--- config.mk ---
export PLATFORM = sky130hd
export DESIGN_NAME = bs_out_wb_streamer
export DESIGN_NICKNAME = d
export VERILOG_FILES = /design/src/rtl/bs_out_wb_streamer.sv
export SDC_FILE = /design/constraint.sdc
export NUM_CORES = 1
export LEC_CHECK = 0
export CAP_MARGIN = 20
export CORE_AREA = 5 5 157 175
export CTS_CLUSTER_SIZE = 40
export DETAILED_ROUTE_END_ITERATION = 7
export DIE_AREA = 0 0 162 180
export PLACE_DENSITY = 0.9
export SYNTH_ARGS = -nofsm -noshare
export SYNTH_HDL_FRONTEND = slang
export SYNTH_SLANG_ARGS = --single-unit
--- constraint.sdc ---
create_clock -name clk -period 4.14 [get_ports clk]
set_clock_uncertainty 0.05 [all_clocks]
set_input_delay 0.414 -clock clk [delete_from_list [all_inputs] [get_ports clk]]
set_output_delay 0.414 -clock clk [all_outputs]
set_load 0.01 [all_outputs]
--- src/rtl/bs_out_wb_streamer.sv ---
// bs_out_wb_streamer: walks an output-buffer address range, reads every
// 8-column group of each address from the core's write-back port and
// streams the returned 64-bit words out on an AXI4-Stream master.
// Reads are only issued when the output FIFO is guaranteed to have room
// once the data returns, so arbitrary tready backpressure is safe.
module bs_out_wb_streamer #(
  parameter int ADDR_W     = 10,
  parameter int COL_GRPS   = 4,
  parameter int LEN_W      = 16,
  parameter int RD_LAT     = 2,
  parameter int FIFO_DEPTH = 4
) (
  input  logic              clk,
  input  logic              rst_n,
  input  logic              start,
  input  logic [ADDR_W-1:0] base_addr,
  input  logic [LEN_W-1:0]  num_rows,
  input  logic              buf_sel,
  output logic              busy,
  output logic              done,
  output logic [2:0]        bs_out_buf_wb_en,
  output logic [ADDR_W-1:0] bs_out_buf_wb_addr,
  output logic              bs_out_buf_wb_sel,
  input  logic [63:0]       bs_out_wb_data,
  output logic [63:0]       m_axis_tdata,
  output logic              m_axis_tvalid,
  input  logic              m_axis_tready,
  output logic              m_axis_tlast
);

  localparam int PTR_W = (FIFO_DEPTH > 1) ? $clog2(FIFO_DEPTH) : 1;
  localparam int CNT_W = $clog2(FIFO_DEPTH + 1);
  localparam int CRD_W = $clog2(FIFO_DEPTH + RD_LAT + 1) + 1;
  localparam logic [2:0] LAST_GRP = 3'(COL_GRPS - 1);

  typedef enum logic [1:0] {
    IDLE,
    ISSUE,
    DRAIN,
    FIN
  } state_t;

  state_t              state_q, state_d;
  logic                busy_q, busy_d;
  logic                done_q, done_d;
  logic [LEN_W-1:0]    rows_q, rows_d;
  logic [LEN_W-1:0]    row_q, row_d;
  logic [2:0]          grp_q, grp_d;
  logic [ADDR_W-1:0]   addr_q, addr_d;
  logic                sel_q, sel_d;
  logic [RD_LAT-1:0]   vld_sr_q, vld_sr_d;
  logic [RD_LAT-1:0]   lst_sr_q, lst_sr_d;
  logic [64:0]         mem_q [FIFO_DEPTH];
  logic [64:0]         mem_d [FIFO_DEPTH];
  logic [PTR_W-1:0]    wr_ptr_q, wr_ptr_d;
  logic [PTR_W-1:0]    rd_ptr_q, rd_ptr_d;
  logic [CNT_W-1:0]    fifo_cnt_q, fifo_cnt_d;

  logic [CRD_W-1:0]    inflight;
  logic                credit_ok;
  logic                issue;
  logic                last_issue;
  logic                fifo_push;
  logic                fifo_pop;
  logic [64:0]         head;

  // Count reads still travelling through the fixed-latency read pipe.
  always_comb begin
    inflight = '0;
    for (int i = 0; i < RD_LAT; i++) begin
      inflight = inflight + CRD_W'(vld_sr_q[i]);
    end
  end

  assign credit_ok  = (inflight + CRD_W'(fifo_cnt_q)) < CRD_W'(FIFO_DEPTH);
  assign issue      = (state_q == ISSUE) && credit_ok;
  assign last_issue = (row_q == (rows_q - LEN_W'(1))) && (grp_q == LAST_GRP);
  assign fifo_push  = vld_sr_q[RD_LAT-1];
  assign fifo_pop   = (fifo_cnt_q != '0) && m_axis_tready;
  assign head       = mem_q[rd_ptr_q];

  // Read-tracking shift register and the output FIFO bookkeeping.
  always_comb begin
    vld_sr_d    = '0;
    lst_sr_d    = '0;
    vld_sr_d[0] = issue;
    lst_sr_d[0] = issue && last_issue;
    for (int i = 1; i < RD_LAT; i++) begin
      vld_sr_d[i] = vld_sr_q[i-1];
      lst_sr_d[i] = lst_sr_q[i-1];
    end

    mem_d    = mem_q;
    wr_ptr_d = wr_ptr_q;
    rd_ptr_d = rd_ptr_q;
    if (fifo_push) begin
      mem_d[wr_ptr_q] = {lst_sr_q[RD_LAT-1], bs_out_wb_data};
      wr_ptr_d        = wr_ptr_q + PTR_W'(1);
    end
    if (fifo_pop) begin
      rd_ptr_d = rd_ptr_q + PTR_W'(1);
    end

    fifo_cnt_d = fifo_cnt_q;
    if (fifo_push && !fifo_pop) begin
      fifo_cnt_d = fifo_cnt_q + CNT_W'(1);
    end else if (!fifo_push && fifo_pop) begin
      fifo_cnt_d = fifo_cnt_q - CNT_W'(1);
    end
  end

  // Job sequencing: launch, row-major issue walk, drain and completion.
  always_comb begin
    state_d = state_q;
    busy_d  = done_q ? 1'b0 : busy_q;
    done_d  = 1'b0;
    rows_d  = rows_q;
    row_d   = row_q;
    grp_d   = grp_q;
    addr_d  = addr_q;
    sel_d   = sel_q;

    case (state_q)
      IDLE: begin
        if (start) begin
          rows_d  = num_rows;
          row_d   = '0;
          grp_d   = '0;
          addr_d  = base_addr;
          sel_d   = buf_sel;
          busy_d  = 1'b1;
          state_d = (num_rows != '0) ? ISSUE : FIN;
        end
      end
      ISSUE: begin
        if (issue) begin
          if (last_issue) begin
            state_d = DRAIN;
          end else if (grp_q == LAST_GRP) begin
            grp_d  = '0;
            row_d  = row_q + LEN_W'(1);
            addr_d = addr_q + ADDR_W'(1);
          end else begin
            grp_d = grp_q + 3'd1;
          end
        end
      end
      DRAIN: begin
        // The final beat leaving the FIFO ends the job; done is raised
        // right away so it lands in the cycle after that handshake.
        if (fifo_pop && head[64] && (inflight == '0)) begin
          state_d = FIN;
          done_d  = 1'b1;
        end else if ((inflight == '0) && (fifo_cnt_q == '0)) begin
          state_d = FIN;
        end
      end
      FIN: begin
        // Raise done here only if the drain path has not already done so.
        done_d  = !done_q;
        state_d = IDLE;
      end
      default: state_d = IDLE;
    endcase
  end

  // All state and registered outputs, with synchronous active-low reset.
  always_ff @(posedge clk) begin
    if (!rst_n) begin
      state_q    <= IDLE;
      busy_q     <= 1'b0;
      done_q     <= 1'b0;
      rows_q     <= '0;
      row_q      <= '0;
      grp_q      <= '0;
      addr_q     <= '0;
      sel_q      <= 1'b0;
      vld_sr_q   <= '0;
      lst_sr_q   <= '0;
      wr_ptr_q   <= '0;
      rd_ptr_q   <= '0;
      fifo_cnt_q <= '0;
      for (int i = 0; i < FIFO_DEPTH; i++) begin
        mem_q[i] <= '0;
      end
    end else begin
      state_q    <= state_d;
      busy_q     <= busy_d;
      done_q     <= done_d;
      rows_q     <= rows_d;
      row_q      <= row_d;
      grp_q      <= grp_d;
      addr_q     <= addr_d;
      sel_q      <= sel_d;
      vld_sr_q   <= vld_sr_d;
      lst_sr_q   <= lst_sr_d;
      wr_ptr_q   <= wr_ptr_d;
      rd_ptr_q   <= rd_ptr_d;
      fifo_cnt_q <= fifo_cnt_d;
      for (int i = 0; i < FIFO_DEPTH; i++) begin
        mem_q[i] <= mem_d[i];
      end
    end
  end

  assign busy               = busy_q;
  assign done               = done_q;
  assign bs_out_buf_wb_en   = grp_q;
  assign bs_out_buf_wb_addr = addr_q;
  assign bs_out_buf_wb_sel  = sel_q;
  assign m_axis_tvalid      = (fifo_cnt_q != '0);
  assign m_axis_tdata       = head[63:0];
  assign m_axis_tlast       = m_axis_tvalid && head[64];

endmodule

==> metrics.txt, run 1 <==
total global routing overflow=0; crit path launch=rows_q[7]; fin crit share=0.825; CTS clock-pin slew for the worst setup and hold paths=0.06 ns; Crit Path Class=reg2reg; Antenna Nets Post-Route=0; DRT met1 WL=15000 µm; Worst setup EP type=flop; top cells by area, synth=dfxtp_1 46%, nand2_1 16%, a21oi_1 10%; DR WL/cell=18.3 µm; first-pass GRT wire length=62500 µm; TritonCTS Buffers=34; Final min period=3.42 ns; Crit path top cell by count=or4_4; total track usage=0.257; min-delay src=lst_sr_q[0]; total negative slack=0 ns; hpwl dp=23400 µm; flops & latches, synth=321; port bufs=176; final worst-path setup slack=0.723 ns; static leakage=5.64 nW; Buf/Inv on CP=0; Die Y=180 µm; area leader, netlist=dfxtp_1; drc violations=0; largest net degree at the start of global routing=134; Starting Density=0.548; Critical Path RT=4.46 ns; Die Wd=162 µm; most common cell in the netlist=nand2_1; setup violators final=0; IO Pins=177; CP delay by family, top=simple AND/OR/NAND/NOR gates; Synth top area share=0.458; Post-synth top cells=596 x nand2_1, 321 x dfxtp_1, 294 x a21oi_1; uppermost layer routed=met5; Seq/Total Area, Yosys=0.458; worst path cell trace=or4_4 > or4b_4 > or4_4 > a21o_1 > or4_1 > nand2_2 > o41ai_1; Post-synth ARST share=0; CTS Buffer Depth=3; Max Transition Viols Final=0; PD cells=496 nW/µm²; WP data arrival=3.73 ns; # clock sinks=321; Core ar.=25600 µm²; layout cell share with drive strength beyond 1=0.0890; worst skew pair latency=0.51 ns; number of max-cap violations=0; postcts setup bufs=0; Area growth syn-to-layout=21.3%; Routed WL=38800 µm; met3 WL=2710 µm; Gates resized, CTS repair=0; TritonCTS clock tree=done; Worst VDD drop=415 µV; Mean Syn Cell Area=8.37 µm²; Synth Instances=1676; Worst path slowest cell=or4_1; RSZ-0062 raised after global routing=no; Max FO, Critical Path=9; nets=1892; met2 WL=19700 µm; die area=29200 µm²; status=completed; Max-slew headroom=0.378; fin area=17000 µm²; CP Launch Type=flop; Max Fclk=0.293 GHz; post-placement cell area=15900 µm²; syn nets=1789; initial antenna violation count=1; cell area after synthesis=14000 µm²; worst slew pin tran=0.933 ns; via count=12700; Ys Warns=0; cts hold-fix bufs=0; first drt pass iteration count=7; Post-synth EDFFs=0; clk root buf=clkbuf_16; dpl cells=2063; # fillers=1906; Ant. Diodes=0; vias in the first global route=12500; Netlist cell types=61; DR vias/cell=6.02; Finished Layout Cells=2118; H-tree depth=2; most used flip-flop cell after synthesis=dfxtp_1; routability cong.=0.920; Std-Cell Rows=62; Final Hold Viols=0; pre-CTS setup slack=0.745 ns; Worst Hold Class=reg2reg; DRT iter0 DRCs=1173; reg2reg start=rows_q[7]; critical path's largest stage delay=0.64 ns
## metal layers
layer,vias up,track usage
met4,2,0.108
met3,110,0.0431
met2,585,0.452
li1,5948,-
met5,-,0
met1,6104,0.310
## state kept, by name (all words and copies together), names as in the netlist
name and cells:
rd_ptr_q 2, done 1, lst_sr_q 2, busy 1, bs_out_buf_wb_en 3, row_q 16, bs_out_buf_wb_sel 1, bs_out_buf_wb_addr 10
mem_q 260, wr_ptr_q 2, vld_sr_q 2, fifo_cnt_q 3, rows_q 16, state_q 2
## cells by family (layout without fill, tap and decap cells)
family | after synthesis | after routing | synth area share
buffers and inverters | 145 | 267 | 0.0397
xor gates and xnor gates | 22 | 22 | 0.0137
and+or+nand+nor | 720 | 720 | 0.214
DFF | 321 | 321 | 0.458
muxes | 69 | 69 | 0.107
adders and majority gates | 18 | 18 | 0.0166
AOI/OAI and AO/OA | 381 | 381 | 0.151
## final timing paths
kind	end	slack (ns)	cells after the start
worst max register to register	bs_out_buf_wb_addr[0]	0.72	7
worst min-delay path	lst_sr_q[1]	0.38	1
worst max-delay path	bs_out_buf_wb_addr[0]	0.72	7
worst min register to register	lst_sr_q[1]	0.38	1
## metrics by stage
step           total power, mW  utilization  hold slack (ns)
2_1_floorplan             4.71            -            0.362
3_3_place_gp              5.35        0.621            0.372
3_5_place_dp              5.42        0.621            0.374
4_1_cts                   8.45        0.665            0.379
5_1_grt                   8.79        0.665            0.407
6_report                  8.44        0.665            0.376
## cell usage in the layout (no fill, tap or decap), types with 17 or more instances in the layout
cell type	netlist	final
clkdlybuf4s50_1	0	176
clkbuf_16	0	34
nand2_1	596	592
a21oi_1	294	294
nor2_1	24	24
inv_1	21	21
nand3_1	18	18
dfxtp_1	321	319
mux4_2	65	65
ha_1	17	17
## area by class of cell
class / count / area (µm²) / share of cell area
repair buffers: 190 / 1890 / 0.111
clock buffers: 44 / 968 / 0.0569
multi-input cells: 1210 / 7090 / 0.416
well taps: 320 / 400 / 0.0235
inverters: 22 / 90.1 / 0.00529
flip-flops and latches: 321 / 6430 / 0.378
clock inverters: 11 / 148 / 0.00868
## power breakdown
group | switching, mW | internal [mW]
Sequential | 0.185 | 3.24
Combinational | 1.14 | 0.830
Clock | 1.22 | 1.83
(Power assumes the default switching activity.)
==> inputs of run 2 (changes only) <==
clock period = 3.4 ns   (was 4.14 ns; I/O delays follow)
==> run 2 against run 1 <==
Against the previous run:
- flip-flop and latch count stayed put
- worst hold slack worse by 0.096 ns
- total power is 22% higher
- cell count is 0.57% higher
- design area is 0.88% higher
- sequential share of layout area is 0.33 points lower
- clock power is 21% higher
- clock-buffer cell count is 1 higher
- global-route usage hardly changed
- critical path type unchanged
- highest routed layer is now met4
==> metrics.txt, run 2 (synthesis gave the netlist of run 1 again) <==
GRT met2 Usage=0.450; TritonCTS clock tree=done; first drt pass iteration count=6; Worst VDD drop=526 µV; port bufs=176; Die Wd=162 µm; first-pass GRT wire length=63000 µm; # fillers=1938; worst slew pin tran=0.927 ns; flop2flop setup slack=0.16 ns; DR WL/cell=18.3 µm; Final min period=3.24 ns; CTS Buffer Depth=3; RSZ-0062 raised after global routing=no; min-delay src=buf_sel; DRT iter0 DRCs=1088; commonest non-fill, non-tap cell in the layout=nand2_1; largest net degree at the start of global routing=94; Die Y=180 µm; number of max-cap violations=0; IO Pins=177; Final Hold Viols=0; vias in the first global route=12700; TritonCTS Buffers=31; most frequent cells in the layout=592 x nand2_1, 319 x dfxtp_1, 294 x a21oi_1, 176 x clkdlybuf4s50_1, 65 x mux4_2; Max Fclk=0.308 GHz; reg2reg path depth=8; via count=12700; Starting Density=0.548; biggest registers after layout=mem_q: 260 flops, row_q: 16 flops, rows_q: 16 flops; fin area=17200 µm²; worst skew pair latency=0.58 ns; Max-slew headroom=0.382; die area=29200 µm²; Max FO, Critical Path=32; drc violations=0; Std-Cell Rows=62; total track usage=0.257; reg2reg start=rows_q[7]; CP Launch Type=flop; Area growth syn-to-layout=22.4%; Top reg by flops=mem_q; Ant. Diodes=0; H-tree depth=1; fin crit share=0.954; PD cells=600 nW/µm²; cts hold-fix bufs=0; Antenna Nets Post-Route=0; setup violators final=0; initial antenna violation count=0; Hold Path Cell Cnt=3; Routed WL=38900 µm; max reg flops=260; Hold Crit Endpoint=bs_out_buf_wb_sel; DR vias/cell=5.97; routability cong.=0.905; Worst Hold Class=in2reg; Critical Path RT=3.81 ns; total global routing overflow=0; total negative slack=0 ns; grt met1 use=0.324; Max Transition Viols Final=0; WP data arrival=3.65 ns; status=completed; nets=1899; Crit Path Class=reg2reg; CTS clock-pin slew for the worst setup and hold paths=0.06 ns; hpwl dp=24100 µm; # clock sinks=321; layout cell share with drive strength beyond 1=0.0928; Worst setup EP type=flop; Core ar.=25600 µm²; clk root buf=clkbuf_16; static leakage=5.69 nW; post-placement cell area=16100 µm²; R2R Path End=bs_out_buf_wb_addr[1]; gr busiest metal=met2; met3 Resource Use GR=0.0328
run 2: cell count changes in the layout (fill, tap and decap cells not counted), moves of 2 or more:
cell,before,now
buf_12,2,9
clkbuf_1,2,8
and2_2,0,4
and2_4,4,0
clkbuf_16,34,31
buf_4,12,14
bufinv_16,3,5
clkbuf_8,8,6
clkinv_2,5,3
clkinvlp_4,1,3
run 2: worst max-delay path by stage:
stage                    from                    end  slack [ns]  cells past startpoint
detailed placement  rows_q[7]               row_q[1]        0.09                      7
floorplan           rows_q[7]               row_q[7]        0.19                      8
CTS                 rows_q[7]               row_q[1]        0.07                      7
global placement    rows_q[7]  bs_out_buf_wb_addr[5]        0.14                      7
global route        rows_q[7]  bs_out_buf_wb_addr[1]        0.02                      8
finish              rows_q[7]  bs_out_buf_wb_addr[1]        0.16                      8
run 2: final cells by class:
cell class                      instances  area, µm²  share of cell area
Clock buffer                           45        888              0.0517
Clock inverter                         12        208              0.0121
Inverter                               22       90.1             0.00525
Multi-Input combinational cell       1210       7100               0.413
Sequential cell                       321       6430               0.375
Tap cell                              320        400              0.0233
Timing Repair Buffer                  200       2050               0.120
run 2: metrics by stage:
step / instances / setup slack [ns] / power, mW / hold slack, ns / utilization
after floorplan: 1676 / 0.195 / 5.73 / 0.362 / -
after global placement: 2072 / 0.144 / 6.57 / 0.388 / 0.627
after detailed placement: 2073 / 0.0889 / 6.65 / 0.396 / 0.627
after CTS: 2130 / 0.0692 / 10.3 / 0.259 / 0.670
after global routing: 2130 / 0.0205 / 10.7 / 0.321 / 0.671
final: 2130 / 0.157 / 10.3 / 0.280 / 0.671
run 2: routing by layer:
layer | vias up | part of all wire
met5 | - | 0
met4 | 0 | 0.036
met3 | 107 | 0.070
met2 | 560 | 0.50
met1 | 6091 | 0.39
li1 | 5960 | -
run 2: power breakdown:
part / switching (mW) / internal (mW) / leakage (nW)
clock: 1.48 / 2.20 / 0.527
sequential: 0.259 / 3.95 / 2.59
combinational: 1.36 / 1.06 / 2.57
run 2: timing repair:
| item | CTS | global route |
|---|---|---|
| buffers inserted | 0 | 0 |
| endpoints found under the setup margin | 0 | 11 |
| gates resized for setup | 0 | 3 |
run 2: worst max-delay path, stage by stage, from the launching register on:
cell and delay [ns]:
dfxtp_1 0.31, or4_4 0.55, or4b_4 0.54, or4_4 0.53, a21o_1 0.24, nor4_4 0.25
buf_4 0.35, nor2_1 0.08, a211oi_1 0.24
